**src/rtl/aes_key_expand.sv**
```systemverilog
// aes_key_expand: AES key schedule using an external combinational S-box, round keys go out through a FIFO.
// Latency: w[i] is registered on the (i+1)th edge after start; round key r is readable after edge 4r+4.
// Backpressure: a full buffer with a pending push and no pop freezes word production until space opens.
// AES_KEY_EXPAND_LONGKEY_EN adds AES-192/256; when it is undefined only AES-128 is built.
module aes_key_expand #(
  parameter int OUT_DEPTH = 2
) (
  input  logic         clk,
  input  logic         rst,
  input  logic         start,
  input  logic [1:0]   key_len,
  input  logic [255:0] key_i,
  output logic [31:0]  sub_o,
  input  logic [31:0]  sub_i,
  output logic [127:0] rk_o,
  output logic [3:0]   rk_idx_o,
  output logic         rk_valid,
  input  logic         rk_ready,
  output logic         busy,
  output logic         done
);
`ifdef AES_KEY_EXPAND_LONGKEY_EN
  localparam int WIN = 8;
  localparam int KW  = 256;
`else
  localparam int WIN = 4;
  localparam int KW  = 128;
`endif
  localparam int IW = $clog2(WIN);
  localparam int PW = (OUT_DEPTH > 1) ? $clog2(OUT_DEPTH) : 1;
  localparam int CW = $clog2(OUT_DEPTH + 1);

  typedef enum logic [1:0] {IDLE, LOAD, EXPAND} state_t;

  state_t        state_q, state_d;
  logic [KW-1:0] key_q;
  logic [31:0]   win_q [WIN];
  logic [5:0]    widx_q;
  logic [2:0]    kcnt_q;
  logic [7:0]    rcon_q;
  logic [3:0]    nk_q;
  logic [5:0]    last_q;

  logic [3:0]    nk_sel;
  logic [5:0]    last_sel;
  logic          sub8_use;

`ifdef AES_KEY_EXPAND_LONGKEY_EN
  // Key length decode: 11 falls back to AES-128
  always_comb begin
    nk_sel   = 4'd4;
    last_sel = 6'd43;
    case (key_len)
      2'b01:   begin nk_sel = 4'd6; last_sel = 6'd51; end
      2'b10:   begin nk_sel = 4'd8; last_sel = 6'd59; end
      default: ;
    endcase
  end
  assign sub8_use = (state_q == EXPAND) && (nk_q == 4'd8) && (kcnt_q == 3'd4);
`else
  logic unused_cfg;
  assign nk_sel     = 4'd4;
  assign last_sel   = 6'd43;
  assign sub8_use   = 1'b0;
  assign unused_cfg = ^{key_len, key_i[127:0]};
`endif

  logic [IW-1:0] old_idx;
  logic [31:0]   w_prev, w_old, temp, w_new;
  logic          rot_use, active, push, full, pop, stall, adv, last_word, wr_en;
  logic [PW-1:0] wr_q, rd_q;
  logic [CW-1:0] cnt_q;
  logic [131:0]  mem_q [2**PW];

  // Newest word sits at the top slot; w[i-Nk] is Nk slots below it (wraps mod WIN)
  assign old_idx   = IW'(0) - nk_q[IW-1:0];
  assign w_prev    = win_q[WIN-1];
  assign w_old     = win_q[old_idx];
  assign rot_use   = (state_q == EXPAND) && (kcnt_q == 3'd0);
  assign active    = (state_q != IDLE);
  assign push      = active && (widx_q[1:0] == 2'b11);
  assign full      = (cnt_q == CW'(OUT_DEPTH));
  assign rk_valid  = (cnt_q != '0);
  assign pop       = rk_valid && rk_ready;
  assign stall     = push && full && !pop;
  assign adv       = active && !stall;
  assign last_word = (widx_q == last_q);
  assign wr_en     = push && adv;
  assign busy      = active;
  assign done      = adv && last_word;

  // S-box request and the temp word that feeds the XOR with w[i-Nk]
  always_comb begin
    sub_o = 32'h0;
    temp  = w_prev;
    if (rot_use) begin
      sub_o = {w_prev[23:0], w_prev[31:24]};
      temp  = sub_i ^ {rcon_q, 24'h0};
    end else if (sub8_use) begin
      sub_o = w_prev;
      temp  = sub_i;
    end
    w_new = (state_q == LOAD) ? key_q[KW-1 -: 32] : (w_old ^ temp);
  end

  // Next-state: load Nk key words, then expand until the final word is pushed
  always_comb begin
    state_d = state_q;
    case (state_q)
      IDLE:    if (start) state_d = LOAD;
      LOAD:    if (adv && (widx_q == 6'(nk_q - 4'd1))) state_d = EXPAND;
      EXPAND:  if (adv && last_word) state_d = IDLE;
      default: state_d = IDLE;
    endcase
  end

  // State register
  always_ff @(posedge clk) begin
    if (rst) state_q <= IDLE;
    else     state_q <= state_d;
  end

  // Word window, counters and rcon; all frozen while stalled
  always_ff @(posedge clk) begin
    if (rst) begin
      key_q  <= '0;
      widx_q <= '0;
      kcnt_q <= '0;
      rcon_q <= 8'h01;
      nk_q   <= 4'd4;
      last_q <= 6'd43;
      for (int j = 0; j < WIN; j++) win_q[j] <= '0;
    end else if ((state_q == IDLE) && start) begin
      key_q  <= key_i[255 -: KW];
      widx_q <= '0;
      kcnt_q <= '0;
      rcon_q <= 8'h01;
      nk_q   <= nk_sel;
      last_q <= last_sel;
    end else if (adv) begin
      key_q  <= {key_q[KW-33:0], 32'h0};
      for (int j = 0; j < WIN-1; j++) win_q[j] <= win_q[j+1];
      win_q[WIN-1] <= w_new;
      widx_q <= widx_q + 6'd1;
      kcnt_q <= (kcnt_q == 3'(nk_q - 4'd1)) ? 3'd0 : kcnt_q + 3'd1;
      if (rot_use) rcon_q <= {rcon_q[6:0], 1'b0} ^ (rcon_q[7] ? 8'h1b : 8'h00);
    end
  end

  // Buffer storage: round index plus the four most recent words
  always_ff @(posedge clk) begin
    if (wr_en) mem_q[wr_q] <= {widx_q[5:2], win_q[WIN-3], win_q[WIN-2], win_q[WIN-1], w_new};
  end

  // Buffer pointers and occupancy
  always_ff @(posedge clk) begin
    if (rst) begin
      wr_q  <= '0;
      rd_q  <= '0;
      cnt_q <= '0;
    end else begin
      if (wr_en) wr_q <= (wr_q == PW'(OUT_DEPTH - 1)) ? '0 : wr_q + PW'(1);
      if (pop)   rd_q <= (rd_q == PW'(OUT_DEPTH - 1)) ? '0 : rd_q + PW'(1);
      if (wr_en && !pop)      cnt_q <= cnt_q + CW'(1);
      else if (!wr_en && pop) cnt_q <= cnt_q - CW'(1);
    end
  end

  assign rk_o     = rk_valid ? mem_q[rd_q][127:0]   : 128'h0;
  assign rk_idx_o = rk_valid ? mem_q[rd_q][131:128] : 4'h0;

endmodule
```
**config.mk**
```make
export PLATFORM = sky130hd
export DESIGN_NAME = aes_key_expand
export DESIGN_NICKNAME = d
export VERILOG_FILES = /design/src/rtl/aes_key_expand.sv
export SDC_FILE = /design/constraint.sdc
export NUM_CORES = 1
export LEC_CHECK = 0
export BUFFER_PORTS_ARGS = -buffer_cell sky130_fd_sc_hd__buf_4
export CORE_ASPECT_RATIO = 1.4
export CORE_MARGIN = 2
export CORE_UTILIZATION = 61
export CTS_BUF_LIST = sky130_fd_sc_hd__clkbuf_8
export CTS_CLUSTER_DIAMETER = 150
export DETAILED_ROUTE_END_ITERATION = 10
export PLACE_DENSITY = 0.95
export SLEW_MARGIN = 10
export SYNTH_ARGS = -nofsm -noshare
export SYNTH_HDL_FRONTEND = slang
export SYNTH_SLANG_ARGS = --single-unit
```
**constraint.sdc**
```tcl
create_clock -name clk -period 30.3 [get_ports clk]
set_input_delay 3.03 -clock clk [delete_from_list [all_inputs] [get_ports clk]]
set_output_delay 3.03 -clock clk [all_outputs]
set_load 0.02 [all_outputs]
```
==> results.md, run 1 <==
* 1st-iter DRT viols at 1537
* Via Count at 15727
* Placer congestion estimate at 0.850
* Area share of the largest cell type after synthesis at 52.5%
* Ys flop type: edfxtp_1
* # fillers at 2295
* Status: finished clean
* Part of the power in combinational logic at 13.8%
* Int Pwr at 1.18 mW
* Synth area leader: edfxtp_1
* Pin count of the biggest net entering global routing at 101
* CP Capture Type: primary output
* Peak supply drop at 43.3 uV
* Worst-margin pin slew at 1220 ps
* HPWL after detailed placement at 35700 um
* Crit-path most repeated cell: buf_4
* Routed Antenna Nets at 0
* Hold crit path type: flip-flop to flip-flop
* Final instance area at 0.0265 mm2
* Number of I/O port buffers at 330
* Ranking of synthesized cells by area: edfxtp_1 (53%), dfxtp_1 (14%), mux2i_1 (6.4%), and2_1 (3.6%), nor3b_1 (3.3%)
* Critical-path cell list: buf_4 > nand4bb_1 > nand2_1 > nor2_1 > buf_4
* Yosys warns at 0
* Total CTS buffers at 77
* Switching pwr at 0.433 mW
* Wirelength per Cell at 21.2 um
* Io pins at 461
* Clock Tree Buf Depth at 3
* Fin worst setup slack at 23410 ps
* Core ar. at 0.0365 mm2
* GRT overflow at 0
* CP Max Fanout at 4
* Layout area overhead at 18.2%
* Syn_area_per_cell at 12.3 um2
* Antenna violations before repair at 5
* Worst hold stages at 2
* Worst setup SP type: primary input
* Unrepaired setup endpoints after global routing: no
* GRT Util Overall at 28.3%
* First-pass GRT wire length at 84800 um
* FF+latch area at 0.0148 mm2
* Via density at 5.95
* Delay-heaviest family, CP: simple AND/OR/NAND/NOR gates
* Clock Tree Root: clkbuf_8
* Wirelength, routed at 55900 um
* Post-CTS Setup Inserts at 0
* CP bufs+invs at 2
* Clk sink count at 544
* Net count, final at 2412
* Max_slew headroom at 18.3%
* Clock latency on the worst-skew pair at 640 ps
* Post-Route Skew at 21.0 ps
* Worst path slowest cell: nand4bb_1
* Fmax at 0.145 GHz
* Vias in the first global route at 15530
* CP Data Required Time at 27270 ps
* EDFF count, synth at 392
* CTS resizes at 0
* Initial Utilization at 61.5%
* Layout cells sized above 1 at 21.9%
* TritonCTS clock tree: built
* Crit Path Class: primary input to primary output
* FF+latch count, synth at 544
* Rows at 83
* Leak Pwr at 9.61 nW
* Max-cap viol count at 0
* Pwr Density at 60.9 mW/mm2
* H-tree depth at 3
* Synth Cell Area at 0.0224 mm2
* Min Clock Period, post-route at 6890 ps
* Asr flop ratio synth at 0%
* Residual DRC at 0
* Final Hold Vio Count at 0
* Pre-CTS WS at 23410 ps
* Final period util at 22.7%
* Final non-filler cell total at 2643
* Die extent in x at 166 um
* Die height at 231 um
* CTS clock-pin slew for the worst setup and hold paths at 60 ps
* WP depth at 5
* Synthesized net count at 2115
* Full die area at 0.0383 mm2
* Yosys cell types at 44
* Crit-path max cell delay at 310 ps
* Cts hold-fix bufs at 0
* Final setup TNS at 0 ps
* First-pass DRT Iterations at 5
* Placed insts at 2502
* Clock share of power at 33.3%
* Multi-input logic area at 0.00704 mm2
* R2R depth at 6
* Worst path arrival time at 3860 ps
* Switching share of power at 26.9%
* Final setup fails at 0
* Total power at 1.61 mW
* Seq pwr share at 52.9%
* Post-Synthesis Cells at 1817
* Sequential cell area fraction in the yosys report at 66.1%
* Cell Area, Placed at 0.0251 mm2
* Max Slew Vio Count at 0
==> layout by cell type, fill, tap and decap left out, types with 2 or more instances in the layout <==
cell type / synthesis / final
nor3_1: 4 / 3
nor3b_1: 98 / 98
buf_4: 15 / 349
nand4bb_1: 2 / 2
ha_1: 4 / 4
clkinv_2: 0 / 12
or3_1: 2 / 2
inv_1: 4 / 24
a211oi_2: 9 / 9
dfxtp_1: 152 / 151
nor2_1: 165 / 163
o21ai_1: 42 / 42
a22oi_1: 95 / 95
a21oi_1: 139 / 139
nor2_4: 0 / 3
o21ai_0: 9 / 9
edfxtp_1: 392 / 392
a211oi_1: 3 / 3
clkinvlp_4: 0 / 6
clkinv_1: 0 / 14
nand3_1: 60 / 60
and2_1: 129 / 128
nand2_1: 161 / 161
mux2i_1: 144 / 144
diode_2: 0 / 6
xor2_1: 20 / 20
clkbuf_8: 0 / 81
a31oi_1: 24 / 24
xnor2_1: 8 / 8
bufinv_16: 0 / 2
==> power by group through the flow <==
stage	clock (mW)	combinational, mW	sequential, mW
2_1_floorplan	0	0.140	0.856
3_3_place_gp	0	0.214	0.865
3_5_place_dp	0	0.220	0.868
4_1_cts	0.544	0.222	0.852
5_1_grt	0.574	0.237	0.856
6_report	0.538	0.222	0.853
==> stage by stage <==
step           utilization (%)  hold slack, ps
6_report                  72.7             458
5_1_grt                   72.7             476
4_1_cts                   72.7             457
2_1_floorplan                -             436
3_3_place_gp              68.8             441
3_5_place_dp              68.8             449
==> worst reg2reg max path: stages, from the launching register on <==
cell,delay [ps]
dfxtp_1,640
nor2_2,160
inv_2,170
nand2_1,90
buf_4,290
nand2b_4,800
buf_4,850
==> synthesized netlist by cell type, types with 3 or more instances <==
| cell type | count |
|---|---|
| edfxtp_1 | 392 |
| nor2_1 | 165 |
| nand2_1 | 161 |
| dfxtp_1 | 152 |
| mux2i_1 | 144 |
| a21oi_1 | 139 |
| and2_1 | 129 |
| nor3b_1 | 98 |
| a22oi_1 | 95 |
| clkbuf_1 | 63 |
| nand3_1 | 60 |
| buf_2 | 47 |
| o21ai_1 | 42 |
| a31oi_1 | 24 |
| xor2_1 | 20 |
| buf_4 | 15 |
| a211oi_2 | 9 |
| o21ai_0 | 9 |
| xnor2_1 | 8 |
| clkbuf_2 | 4 |
| ha_1 | 4 |
| inv_1 | 4 |
| nor3_1 | 4 |
| a211oi_1 | 3 |
==> per-layer routing <==
layer  vias up  routed length, um  track usage (%)
met3       113               4780             6.09
met1      7621              22200             37.1
met4         0               2010             12.4
met5         -                  0                0
li1       7201                  -                -
met2       792              26900             45.9
==> sequential cells by signal, summed over array words and instances, names as in the netlist, named ones only <==
name and flops:
cnt_q 2, kcnt_q 3, key_q 128, mem_q 264, rcon_q 8, rd_q 1
state_q 2, widx_q 6, win_q 128, wr_q 1
==> area by class of cell <==
cell class / count / area share [%]
Inverter: 5 / 0.0708
Timing Repair Buffer: 349 / 9.89
Tap cell: 467 / 2.21
Antenna cell: 6 / 0.0567
Multi-Input combinational cell: 1137 / 26.5
Clock inverter: 54 / 1.10
Sequential cell: 544 / 55.9
Clock buffer: 81 / 4.21
==> cells by family (layout without fill, tap and decap cells) <==
family / count (synthesis) / count (layout) / share of synthesized area, %
xor+xnor: 28 / 28 / 1.09
simple gates: 636 / 636 / 14.5
compound gates: 325 / 325 / 8.87
other cells: 0 / 6 / 0
buf+inv: 136 / 489 / 2.81
flops: 544 / 544 / 66.1
mux: 144 / 144 / 6.43
fa+ha+maj: 4 / 4 / 0.223
==> path summary, 6_finish.rpt <==
kind	startpoint	endpoint	slack (ps)
worst min register to register	key_q[107]	key_q[107]	460
worst max register to register	state_q[0]	win_q[3][4]	26870
worst max-delay path	rk_ready	done	23410
worst min-delay path	key_q[107]	key_q[107]	460
Power figures use the tool's default switching activity.
==> run 2: changes to the inputs <==
--- a/config.mk
+++ b/config.mk
@@ -8,11 +8,11 @@
 export BUFFER_PORTS_ARGS = -buffer_cell sky130_fd_sc_hd__buf_4
 export CORE_ASPECT_RATIO = 1.4
 export CORE_MARGIN = 2
-export CORE_UTILIZATION = 61
+export CORE_UTILIZATION = 57
 export CTS_BUF_LIST = sky130_fd_sc_hd__clkbuf_8
 export CTS_CLUSTER_DIAMETER = 150
 export DETAILED_ROUTE_END_ITERATION = 10
-export PLACE_DENSITY = 0.95
+export PLACE_DENSITY = 0.93
 export SLEW_MARGIN = 10
 export SYNTH_ARGS = -nofsm -noshare
 export SYNTH_HDL_FRONTEND = slang
==> constraint.sdc (replaced) <==
create_clock -name clk -period 6.5 [get_ports clk]
set_input_delay 0.65 -clock clk [delete_from_list [all_inputs] [get_ports clk]]
set_output_delay 0.65 -clock clk [all_outputs]
set_load 0.02 [all_outputs]
==> run 2 against run 1 <==
Net effect:
- combinational power grew to 4.6 times the previous value
- design area grew 0.29%
- worst hold slack lost 190 ps
- final cell count grew 2.2%
- clock skew grew 6.7 ps
- sequential share of layout area shrank 0.16 points
- largest cell class unchanged
- critical endpoint is now mem_q[1][113]
- clock power grew to 4.6 times the previous value
- critical path depth is the same
- sequential power grew to 4.7 times the previous value
- wire length shrank 1.6%
==> results.md, run 2 (synthesis gave the netlist of run 1 again) <==
* Die height at 239 um
* Placer congestion estimate at 0.853
* Pwr Density at 282 mW/mm2
* Hold crit path type: primary input to flip-flop
* Largest regs: mem_q x264, key_q x128, win_q x128
* Worst-margin pin slew at 1190 ps
* CTS resizes at 0
* Rows at 85
* Final setup fails at 0
* Core ar. at 0.0386 mm2
* CP Max Fanout at 67
* GRT Util Overall at 26.8%
* Via Count at 15640
* First-pass GRT wire length at 84100 um
* Final setup TNS at 0 ps
* Max_slew headroom at 20.2%
* TritonCTS clock tree: built
* Peak supply drop at 198 uV
* First-pass DRT Iterations at 8
* Io pins at 461
* Net count, final at 2412
* Max Slew Vio Count at 0
* Layout area overhead at 18.6%
* Initial Utilization at 58.1%
* Min Clock Period, post-route at 3510 ps
* Final Hold Vio Count at 0
* Critical Path Start: widx_q[0]
* Hold Path Origin: key_i[148]
* Most frequent cells in the layout: edfxtp_1 (392), buf_4 (348), nor2_1 (163), nand2_1 (161), dfxtp_1 (151)
* Crit Path Class: flip-flop to flip-flop
* Number of I/O port buffers at 330
* Pin count of the biggest net entering global routing at 106
* Leak Pwr at 9.64 nW
* Layout cells sized above 1 at 22.0%
* Final period util at 53.9%
* Total power at 7.48 mW
* CTS clock-pin slew for the worst setup and hold paths at 60 ps
* Commonest non-fill, non-tap cell in the layout: edfxtp_1
* Via density at 5.79
* CP Data Required Time at 6740 ps
* Post-CTS Setup Inserts at 0
* H-tree depth at 3
* Wirelength, routed at 55000 um
* Clock Tree Root: clkbuf_8
* Vias in the first global route at 15382
* Clock latency on the worst-skew pair at 640 ps
* Full die area at 0.0409 mm2
* 1st-iter DRT viols at 1399
* # fillers at 2545
* Largest register FFs at 264
* Total CTS buffers at 77
* Reg2reg start: widx_q[0]
* Worst setup SP type: flip-flop
* Multi-input logic area at 0.00704 mm2
* Fmax at 0.285 GHz
* Clk sink count at 544
* FF+latch area at 0.0148 mm2
* Status: finished clean
* Most flops, register: mem_q
* Antenna violations before repair at 8
* CP Capture Type: flip-flop
* Die extent in x at 172 um
* Clock Tree Buf Depth at 3
* Cts hold-fix bufs at 0
* Unrepaired setup endpoints after global routing: no
* GRT overflow at 0
* HPWL after detailed placement at 36200 um
* Max-cap viol count at 0
* Wirelength per Cell at 20.4 um
* Routed Antenna Nets at 0
* Post-Route Skew at 27.7 ps
* Worst path arrival time at 3740 ps
* Residual DRC at 0
[run 2: layer usage]
metal / vias to the layer above / global-route usage [%] / routed length [um]
met3: 115 / 7.09 / 4890
met4: 0 / 12.9 / 2200
met1: 7572 / 34.6 / 21600
li1: 7199 / - / -
met2: 754 / 42.1 / 26300
met5: - / 0 / 0
[run 2: final timing paths]
kind                            slack [ps]  depth (start not counted)             to
worst min register to register         450                          2      key_q[78]
worst max register to register        2990                          5  mem_q[1][113]
worst max-delay path                  2990                          5  mem_q[1][113]
worst min-delay path                   260                          3      key_q[20]
[run 2: through the flow]
step | utilization, % | area (um2) | worst slack, ps | instances | hold WS (ps)
4_1_cts | 68.8 | 26600 | 2990 | 2692 | 215
5_1_grt | 68.8 | 26600 | 2780 | 2699 | 232
6_report | 68.8 | 26600 | 2990 | 2700 | 264
2_1_floorplan | - | 22400 | 102 | 1817 | 436
3_5_place_dp | 65.2 | 25200 | 3080 | 2557 | 447
3_3_place_gp | 65.2 | 25200 | 3170 | 2557 | 441
[run 2: worst max-delay path, stage by stage (launching register included)]
cell	delay [ps]
dfxtp_1	380
ha_1	280
o21ai_0	260
nor2_1	390
and2_4	880
buf_4	840
[run 2: layout make-up]
cell class                 instances  area share (%)
inverter                           5          0.0706
clock buffer                      80            4.14
antenna                            8          0.0753
tap                              522            2.46
sequential                       544            55.8
multi-input combinational       1137            26.5
timing repair buffer             349            9.91
clock inverter                    55            1.09
[run 2: report_power, final]
part           switching, mW  leakage [nW]  internal [mW]  total (mW)
clock network           1.28         0.814           1.20        2.47
registers              0.121          5.03           3.86        3.98
logic                  0.627          3.79          0.405        1.03
total                   2.03          9.64           5.46        7.48
==> run 3: changes to the inputs <==
--- a/config.mk
+++ b/config.mk
@@ -5,14 +5,15 @@
 export SDC_FILE = /design/constraint.sdc
 export NUM_CORES = 1
 export LEC_CHECK = 0
+export ABC_AREA = 1
 export BUFFER_PORTS_ARGS = -buffer_cell sky130_fd_sc_hd__buf_4
 export CORE_ASPECT_RATIO = 1.4
 export CORE_MARGIN = 2
-export CORE_UTILIZATION = 57
+export CORE_UTILIZATION = 51
 export CTS_BUF_LIST = sky130_fd_sc_hd__clkbuf_8
 export CTS_CLUSTER_DIAMETER = 150
 export DETAILED_ROUTE_END_ITERATION = 10
-export PLACE_DENSITY = 0.93
+export PLACE_DENSITY = 0.88
 export SLEW_MARGIN = 10
 export SYNTH_ARGS = -nofsm -noshare
 export SYNTH_HDL_FRONTEND = slang
==> constraint.sdc (replaced) <==
create_clock -name clk -period 3.1 [get_ports clk]
set_input_delay 0.31 -clock clk [delete_from_list [all_inputs] [get_ports clk]]
set_output_delay 0.31 -clock clk [all_outputs]
set_load 0.02 [all_outputs]
==> run 3 against run 2 <==
Net effect:
- largest cell class unchanged
- via count rose by 11%
- synthesized cell count grew 28%
- clock skew barely moved
- total power increased by 110%
- wire length rose by 7.3%
- critical endpoint is now done
- critical path depth up 2
- synthesized area increased by 0.93%
- count of clock-buffer cells in the layout grew 3
- register-to-register slack got worse by 2100 ps
- clock power up 120%
- worst hold slack worse by 220 ps
==> results.md, run 3 <==
* Synth Cell Area at 0.0226 mm2
* Routed Antenna Nets at 0
* CP Capture Type: primary output
* Io pins at 461
* Clock Tree Root: clkbuf_8
* CTS resizes at 0
* Net count, final at 2957
* Clock share of power at 34.1%
* Unrepaired setup endpoints after global routing: no
* First-pass DRT Iterations at 6
* Synth Area in Compound Gates at 9.52%
* Part of the power in combinational logic at 14.0%
* Post-Route Skew at 27.6 ps
* Full die area at 0.0461 mm2
* 1st-iter DRT viols at 1442
* Fin worst setup slack at 407 ps
* Most instantiated library cell after synthesis: nand2_1
* Pwr Density at 582 mW/mm2
* Pin count of the biggest net entering global routing at 133
* Final Hold Vio Count at 0
* Final period util at 86.9%
* Post-Synthesis Cells at 2317
* Pre-CTS WS at 886 ps
* Die height at 253 um
* Number of I/O port buffers at 330
* Via density at 5.31
* CTS clock-pin slew for the worst setup and hold paths at 60 ps
* Layout cells sized above 1 at 18.6%
* Max_slew headroom at 23.4%
* Seq pwr share at 51.9%
* TritonCTS clock tree: built
* GRT Util Overall at 25.2%
* Die extent in x at 182 um
* Crit-path max cell delay at 440 ps
* Ys flop type: edfxtp_1
* # fillers at 3381
* Total CTS buffers at 79
* Post-synth top cells: nand2_1 (736), edfxtp_1 (392), a21oi_1 (280)
* Synthesized net count at 2615
* Core ar. at 0.0439 mm2
* FF+latch area at 0.0148 mm2
* Clock Tree Buf Depth at 3
* Sequential cell area fraction in the yosys report at 65.5%
* Worst path slowest cell: dfxtp_1
* FF+latch count, synth at 544
* Largest regs: mem_q x264, key_q x128, win_q x128
* Via Count at 17411
* Int Pwr at 11.7 mW
* Max Slew Vio Count at 0
* Yosys cell types at 30
* Wirelength per Cell at 18.0 um
* Switching pwr at 4.35 mW
* GRT overflow at 0
* Clock latency on the worst-skew pair at 650 ps
* Min Hold Slack at 43.3 ps
* Critical-path cell list: inv_1 > nor3_1 > nand2_1 > nand2_1 > buf_4 > nor2_1 > buf_4
* Clk sink count at 544
* Commonest non-fill, non-tap cell in the layout: nand2_1
* Antenna violations before repair at 2
* Main combinational cell family by area after synthesis: simple AND/OR/NAND/NOR gates
* Initial Utilization at 51.5%
* Most flops, register: mem_q
* Largest register FFs at 264
* Multi-input logic area at 0.00655 mm2
* Max-cap viol count at 0
* Post-CTS Setup Inserts at 0
* Post-synthesis mux area share at 0%
* Asr flop ratio synth at 0%
* Yosys warns at 0
* Cts hold-fix bufs at 35
* CP Data Required Time at 2790 ps
* EDFF count, synth at 392
* Fmax at 0.371 GHz
* Syn_area_per_cell at 9.76 um2
* Worst-margin pin slew at 1150 ps
* CP Max Fanout at 9
* HPWL after detailed placement at 37900 um
* Hold crit path type: primary input to flip-flop
* First-pass GRT wire length at 90400 um
* Setup slack, reg-to-reg at 900 ps
* Synth Area in XOR/XNOR at 0.194%
* Residual DRC at 0
* Wirelength, routed at 59000 um
* Placer congestion estimate at 0.899
* Leak Pwr at 11.4 nW
* Area share of the largest cell type after synthesis at 52.0%
* Min Clock Period, post-route at 2690 ps
* Most frequent cells in the layout: nand2_1 (734), edfxtp_1 (392), buf_4 (344), a21oi_1 (280), inv_1 (223)
* Crit Path Class: flip-flop to primary output
* H-tree depth at 3
* Switching share of power at 27.1%
* Worst path arrival time at 2380 ps
* Post-Synth Adder-Cell Area at 0.221%
* Vias in the first global route at 17017
* Final setup fails at 0
* Rows at 91
* Status: finished clean
* Layout area overhead at 21.6%
* Ranking of synthesized cells by area: edfxtp_1 (52%), dfxtp_1 (13%), nand2_1 (12%), a21oi_1 (6.2%), inv_1 (3.3%)
* Post-Synth Simple-Gate Area at 18.7%
* Worst setup SP type: flip-flop
* Synth area leader: edfxtp_1
* Peak supply drop at 344 uV
-- run 3: cell count changes after synthesis, sizes merged, moves of 37 or more --
cell / previous run / this run
and2: 129 / 0
inv: 5 / 200
mux2i: 144 / 0
a22oi: 95 / 0
a21boi: 0 / 87
a21oi: 140 / 280
nor3b: 100 / 0
o21ai: 51 / 14
nand2: 161 / 737
-- run 3: final timing paths --
check | endpoint | startpoint | cells after the start
worst max register to register | win_q[1][12] | cnt_q[1] | 6
worst min-delay path | key_q[105] | key_i[233] | 4
worst min register to register | flip-flop | rd_q | 1
worst max-delay path | done | cnt_q[1] | 7
-- run 3: metrics by stage --
step           total power [mW]  cells  setup TNS, ps  instance area [um2]  utilization [%]
2_1_floorplan              9.69   2317         -37500                22700                -
3_3_place_gp               10.6   3101              0                25700             58.4
3_5_place_dp               10.6   3101              0                25700             58.4
4_1_cts                    16.1   3279              0                27500             62.6
5_1_grt                    16.6   3280              0                27500             62.6
6_report                   16.0   3280              0                27500             62.6
-- run 3: worst max-delay path, delay by kind of cell (launching register included) --
family	cells	cell delay (ps)
buf+inv	3	470
simple gates	4	850
flops	1	440
-- run 3: area by class of cell --
type | count | share of cell area, %
antenna | 1 | 0.00910
clock buffer | 83 | 4.15
clock inverter | 60 | 1.29
inverter | 201 | 2.77
multi-input combinational | 1442 | 23.8
sequential | 544 | 53.9
tap | 558 | 2.54
timing repair buffer | 391 | 11.5
-- run 3: power groups by stage --
stage / logic [mW] / clock network (mW) / registers [mW]
final: 2.24 / 5.46 / 8.31
after global routing: 2.43 / 5.87 / 8.34
after CTS: 2.24 / 5.58 / 8.31
after floorplan: 1.30 / 0 / 8.39
after global placement: 2.14 / 0 / 8.43
after detailed placement: 2.19 / 0 / 8.46
-- run 3: per-layer routing --
layer	up-vias	GRT usage (%)	share of wire (%)
met5	-	0	0.020
met2	840	41.9	49
met4	2	12.3	4.2
met3	139	4.53	8.3
li1	8285	-	-
met1	8145	32.1	39
-- run 3: cell families (layout without fill, tap and decap cells) --
kind of cell    count (synthesis)  in the layout
fa+ha+maj                       4              4
flops                         544            544
simple gates                 1050           1050
other cells                     0              1
xor+xnor                        5              5
buf+inv                       331            735
compound gates                383            383
